[src/rtl/bpsk_packet_modulator_pkg.sv]
// bpsk_pkg: shared types and defaults for the BPSK packet modulator.
//   state_t     - transmitter FSM state (IDLE, SEND)
//   *_DEFAULT   - default values of the modulator parameters
//   sine_value  - elaboration-time helper returning one rounded sine sample
package bpsk_pkg;

  typedef enum logic {
    IDLE = 1'b0,
    SEND = 1'b1
  } state_t;

  localparam int DATA_WIDTH_DEFAULT     = 12;
  localparam int WAVELENGTH_DEFAULT     = 64;
  localparam int PACKET_SIZE_DEFAULT    = 16;
  localparam int CYCLES_PER_BIT_DEFAULT = 1;

  localparam real PI = 3.14159265358979323846;

  // round((2^(dw-1)-1) * sin(2*pi*p/wavelength)), rounding half away from zero.
  // Peak is one below full scale so that negating a sample can never overflow.
  function automatic int sine_value(input int p, input int wavelength, input int data_width);
    real peak;
    real s;
    peak = (2.0 ** (data_width - 1)) - 1.0;
    s    = peak * $sin(2.0 * PI * real'(p) / real'(wavelength));
    return (s >= 0.0) ? $rtoi(s + 0.5) : -$rtoi(0.5 - s);
  endfunction

endpackage

[src/rtl/bpsk_packet_modulator_sine_lut.sv]
// sine_lut: combinational phase-to-sample sine lookup.
//   phase_i  - carrier phase, log2(WAVELENGTH) bits
//   sample_o - signed sine sample, DATA_WIDTH bits
// Only the first half-wave is tabulated; the second half is the first
// half negated (sin(x + pi) = -sin(x)), selected by the phase MSB.
module sine_lut
  import bpsk_pkg::*;
#(
  parameter int DATA_WIDTH = DATA_WIDTH_DEFAULT,
  parameter int WAVELENGTH = WAVELENGTH_DEFAULT
) (
  input  logic [$clog2(WAVELENGTH)-1:0] phase_i,
  output logic signed [DATA_WIDTH-1:0]  sample_o
);
  localparam int PW   = $clog2(WAVELENGTH);
  localparam int HALF = WAVELENGTH / 2;

  logic signed [DATA_WIDTH-1:0] half_table [HALF];
  logic signed [DATA_WIDTH-1:0] entry;

  for (genvar gi = 0; gi < HALF; gi++) begin : g_table
    localparam int VAL = sine_value(gi, WAVELENGTH, DATA_WIDTH);
    assign half_table[gi] = VAL[DATA_WIDTH-1:0];
  end

  assign entry    = half_table[phase_i[PW-2:0]];
  assign sample_o = phase_i[PW-1] ? -entry : entry;
endmodule

[src/rtl/bpsk_packet_modulator.sv]
// bpsk_packet_modulator: BPSK modulator sending fixed-size packets MSB first.
// Ports:
//   clock, reset           - single rising-edge clock, synchronous active-high reset
//   packet, packet_valid   - packet offered by the source
//   packet_ready           - packet accepted when high together with packet_valid
//   amp                    - registered carrier sample, +sine for symbol 1, -sine for 0
//   busy                   - a packet is being transmitted
//   current_bit            - symbol currently on the carrier
//   packet_done            - pulse on the cycle the packet's last sample is issued
// Build option: define BPSK_DIFFERENTIAL_EN to send each symbol as
// data bit XOR previous transmitted symbol (previous symbol resets to 0
// and carries across packets).
module bpsk_packet_modulator
  import bpsk_pkg::*;
#(
  parameter int DATA_WIDTH     = DATA_WIDTH_DEFAULT,
  parameter int WAVELENGTH     = WAVELENGTH_DEFAULT,
  parameter int PACKET_SIZE    = PACKET_SIZE_DEFAULT,
  parameter int CYCLES_PER_BIT = CYCLES_PER_BIT_DEFAULT
) (
  input  logic                         clock,
  input  logic                         reset,
  input  logic [PACKET_SIZE-1:0]       packet,
  input  logic                         packet_valid,
  output logic                         packet_ready,
  output logic signed [DATA_WIDTH-1:0] amp,
  output logic                         busy,
  output logic                         current_bit,
  output logic                         packet_done
);
  localparam int PW = $clog2(WAVELENGTH);
  localparam int BW = $clog2(PACKET_SIZE);
  localparam int CW = (CYCLES_PER_BIT > 1) ? $clog2(CYCLES_PER_BIT) : 1;

  localparam logic [PW-1:0] PH_MAX  = PW'(WAVELENGTH - 1);
  localparam logic [CW-1:0] PER_MAX = CW'(CYCLES_PER_BIT - 1);
  localparam logic [BW-1:0] BIT_MAX = BW'(PACKET_SIZE - 1);

`ifdef BPSK_DIFFERENTIAL_EN
  localparam logic DIFF_EN = 1'b1;
`else
  localparam logic DIFF_EN = 1'b0;
`endif

  state_t                       state_q, state_d;
  logic [PW-1:0]                phase_q, phase_d;
  logic [CW-1:0]                period_q, period_d;
  logic [BW-1:0]                bit_idx_q, bit_idx_d;
  logic [PACKET_SIZE-1:0]       shreg_q, shreg_d;
  logic                         sym_q, sym_d;
  logic signed [DATA_WIDTH-1:0] amp_q, amp_d;
  logic signed [DATA_WIDTH-1:0] lut_sample;

  logic wrap, bit_end, last_cycle, handshake;

  // Current sym_q doubles as the "previous transmitted symbol" for the
  // differential encoder, so it is held (not cleared) between packets.
  function automatic logic encode(input logic data_bit, input logic prev);
    return data_bit ^ (prev & DIFF_EN);
  endfunction

  assign wrap         = (phase_q == PH_MAX);
  assign bit_end      = wrap && (period_q == PER_MAX);
  assign last_cycle   = (state_q == SEND) && bit_end && (bit_idx_q == BIT_MAX);
  assign packet_ready = (state_q == IDLE) || last_cycle;
  assign handshake    = packet_valid && packet_ready;
  assign packet_done  = last_cycle;
  assign busy         = (state_q == SEND);
  assign amp          = amp_q;
  assign current_bit  = sym_q;

  always_comb begin
    state_d   = state_q;
    phase_d   = phase_q;
    period_d  = period_q;
    bit_idx_d = bit_idx_q;
    shreg_d   = shreg_q;
    sym_d     = sym_q;
    case (state_q)
      IDLE: begin
        if (handshake) begin
          state_d   = SEND;
          phase_d   = '0;
          period_d  = '0;
          bit_idx_d = '0;
          shreg_d   = packet;
          sym_d     = encode(packet[PACKET_SIZE-1], sym_q);
        end
      end
      SEND: begin
        // Power-of-two wavelength: the phase counter wraps on its own.
        phase_d = phase_q + PW'(1);
        if (wrap) begin
          period_d = bit_end ? '0 : period_q + CW'(1);
        end
        if (last_cycle) begin
          if (handshake) begin
            // Back-to-back packet: phase already wraps to 0, carrier stays continuous.
            bit_idx_d = '0;
            shreg_d   = packet;
            sym_d     = encode(packet[PACKET_SIZE-1], sym_q);
          end else begin
            state_d = IDLE;
          end
        end else if (bit_end) begin
          bit_idx_d = bit_idx_q + BW'(1);
          shreg_d   = shreg_q << 1;
          sym_d     = encode(shreg_q[PACKET_SIZE-2], sym_q);
        end
      end
      default: state_d = IDLE;
    endcase
  end

  // The sample is looked up from the next-state phase and registered, so
  // amp lines up with the phase/symbol registers on the following cycle.
  sine_lut #(
    .DATA_WIDTH(DATA_WIDTH),
    .WAVELENGTH(WAVELENGTH)
  ) u_sine_lut (
    .phase_i (phase_d),
    .sample_o(lut_sample)
  );

  always_comb begin
    amp_d = '0;
    if (state_d == SEND) begin
      amp_d = sym_d ? lut_sample : -lut_sample;
    end
  end

  always_ff @(posedge clock) begin
    if (reset) begin
      state_q   <= IDLE;
      phase_q   <= '0;
      period_q  <= '0;
      bit_idx_q <= '0;
      shreg_q   <= '0;
      sym_q     <= 1'b0;
      amp_q     <= '0;
    end else begin
      state_q   <= state_d;
      phase_q   <= phase_d;
      period_q  <= period_d;
      bit_idx_q <= bit_idx_d;
      shreg_q   <= shreg_d;
      sym_q     <= sym_d;
      amp_q     <= amp_d;
    end
  end
endmodule

[config.mk]
export PLATFORM = sky130hd
export DESIGN_NAME = bpsk_packet_modulator
export DESIGN_NICKNAME = d
export VERILOG_FILES = /design/src/rtl/bpsk_packet_modulator_pkg.sv /design/src/rtl/bpsk_packet_modulator_sine_lut.sv /design/src/rtl/bpsk_packet_modulator.sv
export SDC_FILE = /design/constraint.sdc
export NUM_CORES = 1
export LEC_CHECK = 0
export ABC_AREA = 1
export CORE_UTILIZATION = 25
export DETAILED_ROUTE_END_ITERATION = 10
export DONT_BUFFER_PORTS = 1
export PLACE_DENSITY = 0.4
export SYNTH_ARGS = -nofsm -noshare
export SYNTH_HDL_FRONTEND = slang
export SYNTH_HIERARCHICAL = 1
export SYNTH_SLANG_ARGS = --single-unit
[constraint.sdc]
create_clock -name clock -period 6.1 [get_ports clock]
set_input_delay 0.61 -clock clock [delete_from_list [all_inputs] [get_ports clock]]
set_output_delay 0.61 -clock clock [all_outputs]
set_load 0.01 [all_outputs]
==> flow_summary_export.csv, run 1 <==
group,metric,value,unit
outcome,status,"finished with violations",
outcome,violations,"design-rule violations",
power,pwr-share-clk,36.9,%
floorplan,core-area,0.0116,sq mm
synth,syn_avg_cell_area,6.47,sq um
grt,grt_pass1_wl,13.7,mm
power,power.internal,502,uW
sta,skew,0.00957,ns
synth,yosysSeqAreaShare,26.7,%
synth,syn-cell-area,0.00300,sq mm
grt,grt_pass1_vias,2839,
cts,clk_pin_slew,0.07,ns
placement,io_buffers,0,
critical_path,crit_chain,"nand2_1, inv_1, nand3_1, or2_2, nand2_1, clkinv_1, a21oi_1, o21ai_1, nand2_1, ha_1, nand3_1, nand2_2, xnor2_1, inv_1, or2_2, nor2_1, nand3_1, nor2_1, xnor2_1, nand2_2, a21oi_2",
floorplan,start_util,26.0,%
cells_and_area,instances_no_fill,599,
sta,fin_crit,4.23,ns
grt,grt_antenna_before_repair,0,
synth,synth-async-reset-ratio,0,%
power,netSwitchingFraction,32.2,%
cts,clkSinkCount,40,
sta,grt_setup_unrepaired,"no",
floorplan,die_w,112,microns
cts,cts_buffers,5,
critical_path,critPathKind,"reg -> reg",
power,ir_drop,98.9,uV
critical_path,critPathLaunchType,"flop",
cts,post_cts_resized,0,
grt,grt_max_degree,18,
critical_path,r2r_slack,1.87,ns
detailed_routing,drt_iter0_drc,217,
sta,fin_hold_ws,0.386,ns
detailed_routing,route.antenna.remaining_nets,0,
synth,synth_nets,495,
worst_hold_path,min_path_type,"in -> reg",
detailed_routing,drt_wl_total,7.90,mm
critical_path,crit_slowest_cell,"dfxtp_1",
power,p_seq_share,39.9,%
power,power.total,741,uW
detailed_routing,drc,5,
cells_and_area,diodes,0,
power,powerDensity,229,mW/mm^2
synth,ys_warn_count,6,
detailed_routing,via_per_inst,4.75,
job,timing.max_cap.violations,0,
synth,yosysUniqueCellTypes,37,
detailed_routing,first_pass_iters,11,
cells_and_area,synthToLayoutAreaGrowth,7.79,%
power,leakagePower,0.00141,uW
synth,synthFlopType,"dfxtp_1",
synth,synth_edf_count,0,
sta,worst_pin_slew,0.701,ns
synth,netlist_instances,464,
floorplan,dieArea,0.0125,sq mm
cells_and_area,drive_gt1_share,14.5,%
cts,hold_buffers,0,
sta,period_share,69.4,%
sta,max_slew_margin,53.2,%
placement,dp_slack,1.66,ns
sta,finalMaxSlewViolations,0,
grt,grt_usage,13.4,%
critical_path,end_kind,"flop",
placement,place_hpwl,5.96,mm
cells_and_area,layout.nets,486,
sta,final_hold_viol_count,0,
cts,clk_latency,0.28,ns
cts,cts_tree,"built",
sta,setup_viol,0,
floorplan,num_rows,39,
synth,ys_ff_latch,40,
detailed_routing,drt-wirelength-per-cell,13.2,microns
floorplan,pin_count,35,
detailed_routing,vias,2846,
placement,dp.cells,591,
critical_path,critPathRequiredTime,6.31,ns
cts,postCtsSetupRepairBufs,0,
power,switching_power,239,uW
floorplan,die_h,112,microns
critical_path,cp_max_fo,17,
critical_path,cp.arrival,4.45,ns
critical_path,cpPeakStageDelay,0.56,ns
cts,clockBufferDepth,2,
cts,cts_root_buffer,"clkbuf_16",
sta,setup_slack,1.87,ns
power,pwr-share-comb,23.1,%
placement,gp_congestion,0.874,
cts,htreeDepth,2,
sta,fmax,236,MHz
grt,grt-ovfl-total,0,
sta,setup-tns-final,0,ns
-- cell type report --
| cell class | instances | area [sq um] |
|---|---|---|
| fillers | 1280 | 8330 |
| multi-input cells | 347 | 1870 |
| flip-flops and latches | 40 | 801 |
| inverters | 59 | 224 |
| well taps | 143 | 179 |
| clock buffers | 6 | 139 |
| clock inverters | 2 | 15.0 |
| repair buffers | 2 | 15.0 |
-- layout by cell type, fill, tap and decap left out, drive strengths merged, types with 10 or more instances in the layout --
cell type    n
o22ai       14
o21ai       34
nand3       37
xor2        10
nand2      123
nand4       15
a21oi       22
nor2        58
ha          12
inv         58
dfxtp       40
-- registers in the layout, indices dropped and copies added, names as in the netlist --
register     count
shreg_q         15
current_bit      1
bit_idx_q        4
amp             12
phase_q          6
period_q         1
busy             1
-- cells in the mapped netlist, types with 5 or more instances --
cell type | count | share of area [%]
nand2_1 | 109 | 14
nor2_1 | 48 | 6.0
inv_1 | 47 | 5.9
dfxtp_1 | 40 | 27
nand3_1 | 33 | 5.5
o21ai_0 | 21 | 3.5
nand4_1 | 15 | 3.1
o22ai_1 | 14 | 2.9
a21oi_1 | 13 | 2.2
nand2_2 | 13 | 2.7
ha_1 | 12 | 5.0
o21ai_1 | 11 | 1.8
inv_2 | 10 | 1.2
xor2_1 | 10 | 2.9
a21oi_2 | 9 | 2.6
nor2_2 | 8 | 1.7
clkbuf_1 | 6 | 0.75
buf_4 | 5 | 1.2
nor3_1 | 5 | 0.83
-- logic make-up (layout without fill, tap and decap cells) --
group                      Yosys count  in the layout  synth area share [%]
AOI/OAI and AO/OA                   75             75                  15.2
xor gates and xnor gates            14             14                  4.08
adders and majority gates           12             12                  5.00
buffers and inverters               77             69                  11.2
DFF                                 40             40                  26.7
and+or+nand+nor                    246            246                  37.8
-- per-layer routing --
layer / up-vias / routed length, microns / GRT usage, %
met2: 66 / 3640 / 22.4
met1: 1283 / 3700 / 17.0
met4: 0 / 155 / 4.77
met5: - / 0 / 0
li1: 1484 / - / -
met3: 13 / 408 / 2.72
-- power by group through the flow --
stage | clock network (uW) | registers, uW | logic [uW]
after floorplan | 0 | 298 | 144
after global placement | 0 | 302 | 173
after detailed placement | 0 | 302 | 171
after CTS | 284 | 296 | 172
after global routing | 294 | 298 | 196
final | 274 | 296 | 171
-- through the flow --
stage               cell area, sq um  utilization (%)
detailed placement              3080             26.7
finish                          3240             28.0
CTS                             3240             28.0
global placement                3080             26.7
floorplan                       3000                -
global route                    3240             28.0
-- path summary, 6_finish.rpt --
path | from | to | cells after the start
worst max-delay path | busy | amp[11] | 21
worst min-delay path | reset | bit_idx_q[1] | 1
worst max register to register | busy | amp[11] | 21
worst min register to register | shreg_q[0] | shreg_q[0] | 2
-- worst max-delay path: cells and delay by family (launching register included) --
kind                       cells  cell delay, ns
xor gates and xnor gates       2            0.27
and+or+nand+nor               12            2.11
DFF                            1            0.56
adders and majority gates      1            0.22
buffers and inverters          3            0.59
AOI/OAI and AO/OA              3            0.40
Note: power is estimated with default switching activity, not from simulation.
==> run 2, diff against run 1 <==
ABC_AREA = 0   (was 1)
PLACE_DENSITY = 0.42   (was 0.4)
clock period = 3.52 ns   (was 6.1 ns; I/O delays follow)
==> flow_summary_export.csv, run 2 <==
group,metric,value,unit
outcome,status,"finished, final reports clean",
synth,netlist_instances,365,
cells_and_area,final_cell_mix,"77 x buf_4, 47 x nor2_1, 36 x dfxtp_1",
critical_path,cp_max_fo,6,
critical_path,r2r-start,"phase_q[1]",
synth,ys_ff_latch,40,
floorplan,num_rows,39,
critical_path,cpPeakStageDelay,0.57,ns
cts,clkSinkCount,40,
floorplan,start_util,25.8,%
critical_path,cp_num_cells,17,
cts,clk_latency,0.28,ns
critical_path,end_kind,"flop",
grt,grt_max_degree,22,
worst_hold_path,min_path_type,"in -> reg",
critical_path,path_buf_inv,1,
detailed_routing,first_pass_iters,4,
grt,grt_pass1_wl,14.1,mm
grt,gr-usage-met1,17.4,%
synth,synth_edf_count,0,
grt,grt.busiest_layer,"met2",
critical_path,crit_chain,"ha_4, nand3_2, xor2_1, nor2_2, a31o_4, mux2i_1, o211ai_1, o31ai_2, inv_1, ha_4, nand4_1, o31ai_2, xor2_1, or4_4, o32ai_4, or4_1, nand2_1",
grt,grt_pass1_vias,2887,
critical_path,r2r_cells,17,
grt,grtUsageMet3,3.02,%
worst_hold_path,hold_depth,1,
detailed_routing,vias,2933,
synth,yosysUniqueCellTypes,62,
cells_and_area,nFillCells,1182,
job,timing.max_cap.violations,0,
cts,clk_pin_slew,0.06,ns
cells_and_area,layout.nets,464,
detailed_routing,via_per_inst,5.09,
sta,final_hold_viol_count,0,
grt,grt_usage,14.2,%
sta,worst_pin_slew,0.580,ns
sta,skew,0.00235,ns
synth,synth_top_area_share,27.2,%
critical_path,critPathKind,"reg -> reg",
floorplan,dieArea,0.0122,sq mm
placement,gp_congestion,0.831,
cells_and_area,drive_gt1_share,36.0,%
synth,synth_top_area_cell,"dfxtp_1",
detailed_routing,drt-wirelength-per-cell,15.1,microns
cells_and_area,synthToLayoutAreaGrowth,40.4,%
cts,cts_buffers,5,
detailed_routing,drt_wl_total,8.67,mm
power,leakagePower,0.00158,uW
sta,period_share,99.8,%
grt,gr-usage-met2,24.1,%
critical_path,critPathLaunchType,"flop",
power,ir_drop,275,uV
grt,grt_antenna_before_repair,0,
cells_and_area,diodes,0,
grt,grt-ovfl-total,0,
sta,setup_viol,0,
sta,grt_setup_unrepaired,"yes",
placement,place_hpwl,6.19,mm
cells_and_area,largest_register_ffs,15,
critical_path,crit_start,"phase_q[1]",
cts,hold_buffers,0,
placement,io_buffers,0,
floorplan,die_w,110,microns
floorplan,core-area,0.0114,sq mm
synth,synth-async-reset-ratio,0,%
cells_and_area,final_common_cell,"buf_4",
detailed_routing,drc,0,
cells_and_area,top_register,"shreg_q",
synth,yosysSeqAreaShare,27.2,%
sta,max_slew_margin,60.6,%
synth,syn-cell-area,0.00294,sq mm
sta,fmax,285,MHz
sta,fin_crit,3.51,ns
synth,ys_warn_count,6,
synth,syn_avg_cell_area,8.06,sq um
detailed_routing,drt_iter0_drc,108,
critical_path,critPathRequiredTime,3.69,ns
critical_path,cp.arrival,3.69,ns
synth,synthTopCellsByArea,"dfxtp_1 27%, nor2_1 6.4%, ha_1 5.1%",
synth,synthFlopType,"dfxtp_1",
worst_hold_path,hp-start,"reset",
sta,setup-tns-final,0,ns
synth,synth.top_cells.by_count,"50 x nor2_1, 40 x dfxtp_1, 31 x nand2_1",
power,powerDensity,323,mW/mm^2
cts,cts_tree,"built",
cts,clockBufferDepth,2,
synth,synth_nets,396,
cts,htreeDepth,2,
synth,yosys.cell_count.top_type,"nor2_1",
sta,fin_hold_ws,0.135,ns
detailed_routing,route.antenna.remaining_nets,0,
critical_path,crit_family,"compound AO/OA/AOI/OAI gates",
floorplan,die_h,110,microns
sta,finalMaxSlewViolations,0,
cts,cts_root_buffer,"clkbuf_16",
floorplan,pin_count,35,
critical_path,crit_slowest_cell,"or4_4",
-- run 2: cell count changes after synthesis, sizes merged, moves of 7 or more --
cell	previous run	this run
or4	0	10
o211ai	1	10
inv	58	16
nand3	37	5
a21oi	22	15
o221ai	0	17
nand4	15	3
nand2	123	31
nor2b	0	8
o22ai	14	5
nand2b	0	12
o21ai	34	12
mux2i	0	7
-- run 2: where the power goes --
group / internal, uW / switching (uW)
Sequential: 487 / 26.5
Combinational: 189 / 198
Clock: 257 / 175
Total: 933 / 399
-- run 2: layout make-up --
cell class	count	area, sq um	area share [%]
Inverter	16	73.8	1.79
Timing Repair Buffer	84	683	16.5
Clock inverter	2	12.5	0.303
Tap cell	143	179	4.33
Multi-Input combinational cell	286	2240	54.3
Sequential cell	40	813	19.7
Clock buffer	5	125	3.03
-- run 2: stage by stage --
stage               cells  cell area [sq um]  total power [uW]  setup slack (ns)  util (%)
floorplan             365               3020               732           -0.0307         -
global placement      551               3560               843            -0.128      31.1
detailed placement    551               3560               844            -0.150      31.1
CTS                   572               4050              1340          -0.00306      35.5
global route          576               4130              1420            -0.187      36.2
finish                576               4130              1330           0.00553      36.2
-- run 2: kinds of logic (layout without fill, tap and decap cells) --
logic type / after synthesis / count (layout) / share of synthesized area, %
buffers and inverters: 40 / 107 / 7.87
and+or+nand+nor: 151 / 151 / 26.4
DFF: 40 / 40 / 27.2
adders and majority gates: 12 / 12 / 5.11
muxes: 8 / 8 / 2.89
xor gates and xnor gates: 14 / 14 / 4.17
AOI/OAI and AO/OA: 100 / 101 / 26.3
-- run 2: repair_timing --
| item | 4_1_cts | 5_1_grt |
|---|---|---|
| cloned | 0 | 1 |
| gates resized for setup | 44 | 11 |
| pin swaps | 21 | 18 |
| setup buffers | 14 | 3 |
| endpoints found under the setup margin | 6 | 8 |
-- run 2: worst reg2reg max path, stage by stage, from the launching register on --
cell,delay [ns]
dfxtp_4,0.37
ha_4,0.16
nand3_2,0.07
xor2_1,0.18
nor2_2,0.08
a31o_4,0.25
mux2i_1,0.13
o211ai_1,0.32
o31ai_2,0.14
inv_1,0.11
ha_4,0.15
nand4_1,0.13
o31ai_2,0.23
xor2_1,0.11
or4_4,0.57
o32ai_4,0.24
or4_1,0.14
nand2_1,0.04
-- run 2: worst paths after layout --
check / to / slack [ns]
worst min register to register: period_q / 0.47
worst max register to register: amp[11] / 0.006
worst max-delay path: amp[11] / 0.006
worst min-delay path: bit_idx_q[0] / 0.13
-- run 2: metal layers --
metal | vias up | wire, microns
met1 | 1388 | 4030
met3 | 12 | 288
met2 | 54 | 4180
li1 | 1479 | -
met5 | - | 0
met4 | 0 | 182
